$ cat src/rtl/hazard_stall_ctrl.sv
// Pipeline hazard controller: load-use stalls, mul/div EX occupancy with watchdog, branch flushes.
// Optional stall/flush performance counters are built when HAZ_PERF_CNT_EN is defined.
module hazard_stall_ctrl #(
  parameter int unsigned MD_TIMEOUT = 64,
  parameter int unsigned TO_W       = 16,
  parameter int unsigned CNT_W      = 32
) (
  input  logic             clk,
  input  logic             rst_n,
  input  logic [4:0]       if_id_rs1_addr,
  input  logic [4:0]       if_id_rs2_addr,
  input  logic             if_id_use_rs1,
  input  logic             if_id_use_rs2,
  input  logic [4:0]       id_ex_rd_addr,
  input  logic             id_ex_mem_read,
  input  logic             id_ex_is_muldiv,
  input  logic             md_done,
  input  logic             ex_branch_taken,
  output logic             pc_stall,
  output logic             if_id_stall,
  output logic             id_ex_stall,
  output logic             if_id_flush,
  output logic             id_ex_bubble,
  output logic             ex_mem_bubble,
  output logic             md_start,
  output logic             md_abort,
  output logic             md_timeout,
  output logic [CNT_W-1:0] stall_cycles,
  output logic [CNT_W-1:0] flush_count
);

  typedef enum logic [0:0] {StRun, StMdBusy} state_e;

  localparam logic [TO_W-1:0] WdLimit = TO_W'(MD_TIMEOUT);

  state_e          state_q;
  logic [TO_W-1:0] wd_q;
  logic            timeout_q;
  logic            load_use;
  logic            wd_expired;

  assign load_use = id_ex_mem_read && (id_ex_rd_addr != 5'd0) &&
                    ((if_id_use_rs1 && (id_ex_rd_addr == if_id_rs1_addr)) ||
                     (if_id_use_rs2 && (id_ex_rd_addr == if_id_rs2_addr)));

  assign wd_expired = (wd_q == WdLimit);
  assign md_timeout = timeout_q;

  always_comb begin
    pc_stall      = 1'b0;
    if_id_stall   = 1'b0;
    id_ex_stall   = 1'b0;
    if_id_flush   = 1'b0;
    id_ex_bubble  = 1'b0;
    ex_mem_bubble = 1'b0;
    md_start      = 1'b0;
    md_abort      = 1'b0;
    case (state_q)
      StRun: begin
        if (ex_branch_taken) begin
          if_id_flush  = 1'b1;
          id_ex_bubble = 1'b1;
        end else if (id_ex_is_muldiv) begin
          md_start      = 1'b1;
          pc_stall      = 1'b1;
          if_id_stall   = 1'b1;
          id_ex_stall   = 1'b1;
          ex_mem_bubble = 1'b1;
        end else if (load_use) begin
          pc_stall     = 1'b1;
          if_id_stall  = 1'b1;
          id_ex_bubble = 1'b1;
        end
      end
      StMdBusy: begin
        // md_done wins over an expiring watchdog: EX/MEM captures the result
        if (!md_done) begin
          if (wd_expired) begin
            md_abort      = 1'b1;
            ex_mem_bubble = 1'b1;
          end else begin
            pc_stall      = 1'b1;
            if_id_stall   = 1'b1;
            id_ex_stall   = 1'b1;
            ex_mem_bubble = 1'b1;
          end
        end
      end
      default: ;
    endcase
  end

  always_ff @(posedge clk or negedge rst_n) begin
    if (!rst_n) begin
      state_q   <= StRun;
      wd_q      <= '0;
      timeout_q <= 1'b0;
    end else begin
      case (state_q)
        StRun: begin
          if (!ex_branch_taken && id_ex_is_muldiv) begin
            state_q <= StMdBusy;
            wd_q    <= TO_W'(1);
          end
        end
        StMdBusy: begin
          if (md_done) begin
            state_q <= StRun;
            wd_q    <= '0;
          end else if (wd_expired) begin
            state_q   <= StRun;
            wd_q      <= '0;
            timeout_q <= 1'b1;
          end else begin
            wd_q <= wd_q + TO_W'(1);
          end
        end
        default: state_q <= StRun;
      endcase
    end
  end

`ifdef HAZ_PERF_CNT_EN
  logic [CNT_W-1:0] stall_cnt_q;
  logic [CNT_W-1:0] flush_cnt_q;

  // Saturating counters; they never wrap back to zero
  always_ff @(posedge clk or negedge rst_n) begin
    if (!rst_n) begin
      stall_cnt_q <= '0;
      flush_cnt_q <= '0;
    end else begin
      if (pc_stall && (stall_cnt_q != '1)) stall_cnt_q <= stall_cnt_q + CNT_W'(1);
      if (if_id_flush && (flush_cnt_q != '1)) flush_cnt_q <= flush_cnt_q + CNT_W'(1);
    end
  end

  assign stall_cycles = stall_cnt_q;
  assign flush_count  = flush_cnt_q;
`else
  assign stall_cycles = '0;
  assign flush_count  = '0;
`endif

endmodule

$ cat config.mk
export PLATFORM = sky130hd
export DESIGN_NAME = hazard_stall_ctrl
export DESIGN_NICKNAME = d
export VERILOG_FILES = /design/src/rtl/hazard_stall_ctrl.sv
export SDC_FILE = /design/constraint.sdc
export NUM_CORES = 1
export LEC_CHECK = 0
export ABC_CLOCK_PERIOD_IN_PS = 3900
export CAP_MARGIN = 15
export CELL_PAD_IN_SITES_DETAIL_PLACEMENT = 2
export CELL_PAD_IN_SITES_GLOBAL_PLACEMENT = 2
export CORE_AREA = 2 2 104 81
export DETAILED_ROUTE_END_ITERATION = 10
export DIE_AREA = 0 0 106 83
export GPL_TIMING_DRIVEN = 0
export PLACE_DENSITY_LB_ADDON = 0.1
export SLEW_MARGIN = 20
export SYNTH_ARGS = -nofsm -noshare
export SYNTH_HDL_FRONTEND = slang
export SYNTH_SLANG_ARGS = --single-unit
export TNS_END_PERCENT = 20
$ cat constraint.sdc
create_clock -name clk -period 3.9 [get_ports clk]
set_input_delay 0.39 -clock clk [delete_from_list [all_inputs] [get_ports clk]]
set_output_delay 0.39 -clock clk [all_outputs]
set_load 0.01 [all_outputs]
Word-level counts from Yosys, hierarchy flattened
Index checks and enable logic that the tools add are counted.
{ "classes": {"add_sub_neg": 1, "n_eq_ne": 4, "n_mux": 26, "bitwise_logic": 2, "n_reduce_logical": 9} }
{ "op_table": {"columns": ["op", "n"], "rows": [
  ["16-bit 2-to-1 mux", 3],
  ["16-bit case mux with 2 select lines", 1],
  ["1-bit 2-to-1 mux", 18],
  ["16-bit by 1-bit adder with 16-bit output (second input constant)", 1],
  ["16-bit by 7-bit == test with 1-bit output (second input constant)", 1],
  ["5-bit == test", 2],
  ["1-bit case mux with 2 select lines", 4],
  ["1-bit logical AND", 5],
  ["5-bit nonzero test", 1],
  ["3-bit AND reduction", 1],
  ["2-bit != test (second input constant)", 1],
  ["1-bit NOT", 2],
  ["1-bit zero test", 1],
  ["1-bit logical OR", 1]
]} }
{ "totals": {"register_bits": 18, "input_bits": 23, "output_inout_bits": 73, "elab_cells": 45} }

Logic depth before layout (Yosys ltp)
{ "logic_depth": {"word_depth": 8, "ltp_mapped": 7, "ltp_nobuf": 6} }

Worst setup path after synthesis
Ideal clock, no wire load.
{ "synth_timing": {"kind": "in2out", "startpoint": "input port id_ex_rd_addr[3]", "endpoint": "output port pc_stall", "arrival_time_ns": 1.745, "required_ns": 3.510, "slack_ns": 1.765, "cell_stages": 5, "path_buffers": 1, "cell_sequence": "xor2_1 > nor4_1 > a32oi_1 > o41ai_1 > buf_4"} }
{ "synth_via": {"elab_chain_cells": 8, "word_cells_on_any_way": 12, "cone_classes": "eq/ne: 2; mux: 4; reduce/logical: 6"} }
{ "synth_lines": {"columns": ["element", "line", "source"], "rows": [
  ["start: declaration", "14", "input logic [4:0] id_ex_rd_addr,"],
  ["5-bit == test, on equally long branches", "43, 44", null],
  ["1-bit logical AND, on equally long branches", "43, 44", null],
  ["1-bit logical OR", "43", "((if_id_use_rs1 && (id_ex_rd_addr == if_id_rs1_addr)) ||"],
  ["1-bit logical AND *", "42", "assign load_use = id_ex_mem_read && (id_ex_rd_addr != 5'd0) &&"],
  ["1-bit 2-to-1 mux * (3 in a row)", null, null],
  ["1-bit case mux with 2 select lines *", null, null],
  ["end: declaration", "19", "output logic pc_stall,"]
]} }
Mark *: on every way between the ends. The rest lies on a longest branch, timed or not.

Worst setup path in the final report
{ "layout_timing": {"startpoint": "input port id_ex_rd_addr[3]", "endpoint": "output port pc_stall"} }
{ "layout_via": {"elab_chain_cells": 8, "word_cells_on_any_way": 12, "cone_classes": "eq/ne: 2; mux: 4; reduce/logical: 6"} }
{ "layout_lines": {"columns": ["element", "line", "source"], "rows": [
  ["5-bit == test, on equally long branches", "43, 44", null],
  ["1-bit logical AND, on equally long branches", "43, 44", null],
  ["1-bit logical OR", "43", null],
  ["1-bit logical AND *", "42", null],
  ["1-bit 2-to-1 mux *", "69", "end else if (load_use) begin"],
  ["1-bit 2-to-1 mux *", "63", "end else if (id_ex_is_muldiv) begin"],
  ["1-bit 2-to-1 mux *", "60", "if (ex_branch_taken) begin"],
  ["1-bit case mux with 2 select lines *", "58", "case (state_q)"]
]} }
Marks and branches as above.

==> flow_metrics.env <==
export IMPL_synthAdderAreaFrac=0.01512
export IMPL_criticalPathCategory="input pin to primary output"
export IMPL_cts_resized_gates=0
export IMPL_crit_path_end_kind="primary output"
export IMPL_die_area_mm2=0.008798
export IMPL_clock_sinks=18
export IMPL_power_leakage_nw=1.179
export IMPL_fp_row_count=28
export IMPL_grt_max_degree=19
export IMPL_htree_levels=1
export IMPL_critPathLaunch="id_ex_rd_addr[3]"
export IMPL_worst_pin_slew_ps=909.9
export IMPL_whs_ps=474.2
export IMPL_clock_fmax_mhz=314.1
export IMPL_async_flop_share=1.000
export IMPL_final_cell_mix="65 x buf_4, 64 x conb_1, 31 x clkdlybuf4s50_1"
export IMPL_hold_viol=0
export IMPL_via_per_inst=3.731
export IMPL_wl_per_cell_um=11.37
export IMPL_drive_above_1_share=0.2699
export IMPL_synth_largest_area_cell="buf_4"
export IMPL_synth_top_area_share=0.2948
export IMPL_slowest_delay_ps=530
export IMPL_grt_usage=0.1050
export IMPL_grt_setup_unrepaired="false"
export IMPL_diodes=0
export IMPL_dp_hpwl_um=3796
export IMPL_crit_slowest_cell="clkdlybuf4s50_1"
export IMPL_power_density_mw_per_mm2=225.9
export IMPL_final_common_cell="buf_4"
export IMPL_io_pins=96
export IMPL_grt_pass1_wl_um=7500
export IMPL_synth_top_family_by_area="buffers and inverters"
export IMPL_synth_area_top_cells="buf_4 29%, dfrtp_1 27%, xor2_1 4.2%"
export IMPL_syn_instance_count=192
export IMPL_numCtsBuffers=3
export IMPL_syn_area_mm2=0.001655
export IMPL_post_cts_buffers=0
export IMPL_vias=1470
export IMPL_max_cap_violations=0
export IMPL_hold_buffers=0
export IMPL_holdPathStages=1
export IMPL_critPathTopFamily="buffers and inverters"
export IMPL_r2r_setup_slack_ps=1850
export IMPL_drt_wl_total_um=4480
export IMPL_min_from="md_timeout"
export IMPL_cts_tree="done"
export IMPL_area_growth_pct=43.46
export IMPL_nFillCells=912
export IMPL_synth_seq_cells=18
export IMPL_avgSynthCellArea_um2=8.622
export IMPL_fin_crit_ps=3184
export IMPL_fp_dieW_um=106
export IMPL_r2r_start="wd_q[2]"
export IMPL_ys_flop_type="dfrtp_1"
export IMPL_reg2reg_to="wd_q[8]"
export IMPL_io_buffers=31
export IMPL_clockBufferDepth=2
export IMPL_synth_warnings=0
export IMPL_clk_pin_slew_ps=70
export IMPL_overflow=0
export IMPL_synth_distinct_cells=40
export IMPL_path_buf_inv=3
export IMPL_synthMuxAreaShare=0
export IMPL_drc=0
export IMPL_setup_viol=0
export IMPL_crit_arrival_ps=2790
export IMPL_final_nets=316
export IMPL_grt_antenna_before_repair=0
export IMPL_synth_edff_count=0
export IMPL_tns_ps=0
export IMPL_min_to="md_timeout"
export IMPL_synth_xor_area_frac=0.06349
export IMPL_finalCritPeriodShare=0.8164
export IMPL_cp_data_required_time_ps=3510
export IMPL_drv_slew=0
export IMPL_antenna_left=0
export IMPL_cp_start_kind="input pin"
export IMPL_die_h_um=83
export IMPL_place_gp_congestion=0.6705
export IMPL_clkLatencyLatePin_ps=250
export IMPL_outcome="completed"
export IMPL_cp_common_cell="clkdlybuf4s50_1"
export IMPL_rr_worst_depth=4
export IMPL_ys_seq_area_frac=0.2721
export IMPL_yosys_area_share_simple=0.1852
export IMPL_max_slew_margin_rel=0.3915
export IMPL_ir_drop_mv=0.1053
export IMPL_firstDrtPassIters=3
export IMPL_critPathMaxFanout=3
export IMPL_synth_compound_area_frac=0.1436
export IMPL_start_util=0.2138
export IMPL_grt_pass1_vias=1451
export IMPL_core_mm2=0.007742
export IMPL_hold_path_class="register to register"
export IMPL_crit_chain="clkdlybuf4s50_1 > xor2_1 > nor4_1 > a32oi_1 > o41ai_1 > buf_4 > clkdlybuf4s50_1"
export IMPL_clockRootBuffer="clkbuf_8"
export IMPL_finalClockSkew_ps=2.165
export IMPL_first_iter_violations=14
-- metal layers --
| layer | track usage | up-vias | routed length (um) |
|---|---|---|---|
| li1 | - | 730 | - |
| met1 | 0.1534 | 689 | 2219 |
| met2 | 0.1607 | 49 | 1983 |
| met3 | 0.01884 | 2 | 242 |
| met4 | 0.02153 | 0 | 34 |
| met5 | 0 | - | 0 |
-- cell type report --
cell class	instances	area, um^2	share of cell area
well taps	105	131.4	0.05532
inverters	9	33.78	0.01423
plain buffers	66	493.0	0.2076
clock buffers	3	41.29	0.01739
repair buffers	31	310.3	0.1307
multi-input cells	162	914.6	0.3851
flip-flops and latches	18	450.4	0.1897
-- report_power, final --
| part | switching, mW | internal (mW) | total (mW) |
|---|---|---|---|
| logic | 0.0985 | 0.103 | 0.201 |
| registers | 0.00811 | 0.195 | 0.203 |
| clock network | 0.0638 | 0.0686 | 0.132 |
| total | 0.170 | 0.366 | 0.536 |
-- synthesized netlist by cell type (all sizes together) (2+ instances only) --
library cell / number
a21oi: 11
a22o: 2
and2: 2
and3: 3
buf: 66
dfrtp: 18
ha: 2
inv: 9
nand2: 9
nand3: 6
nand3b: 2
nand4: 2
nor2: 7
nor4: 4
o2111ai: 2
o21ai: 10
o22ai: 2
o41ai: 2
or3: 8
or4: 2
xnor2: 4
xor2: 8
-- sequential cells by signal (all words and copies together) (netlist names) --
signal and cells:
md_timeout 1, wd_q 16, state_q 1
-- worst reg2reg max path, cell delays in order (launching register included) --
cell	delay (ps)
dfrtp_1	450
nor4_1	530
a41oi_2	450
nor2_4	410
a21oi_1	90
-- worst max-delay path by stage --
| stage | endpoint | slack, ps | depth (start not counted) |
|---|---|---|---|
| final | pc_stall | 720 | 7 |
| after detailed placement | pc_stall | 750 | 7 |
| after global routing | pc_stall | 530 | 6 |
| after global placement | pc_stall | 750 | 7 |
| after floorplan | pc_stall | 1770 | 5 |
| after CTS | pc_stall | 660 | 6 |
-- stage by stage --
step	util	power [mW]	instances	cell area [um^2]	setup WS, ps
final	0.3067	0.5364	394	2375	716.1
after global routing	0.3067	0.5760	394	2375	532.6
after CTS	0.3067	0.5442	394	2375	661.5
after detailed placement	0.3014	0.4070	391	2333	753.0
after global placement	0.3014	0.4035	391	2333	751.6
after floorplan	-	0.3370	255	1892	1765
-- cells by family (layout without fill, tap and decap cells) --
kind of cell / Yosys count / after routing
xor+xnor: 12 / 12
compound gates: 33 / 33
flops: 18 / 18
simple gates: 51 / 51
buf+inv: 75 / 109
other cells: 1 / 64
fa+ha+maj: 2 / 2
Note: power is estimated with default switching activity, not from simulation.
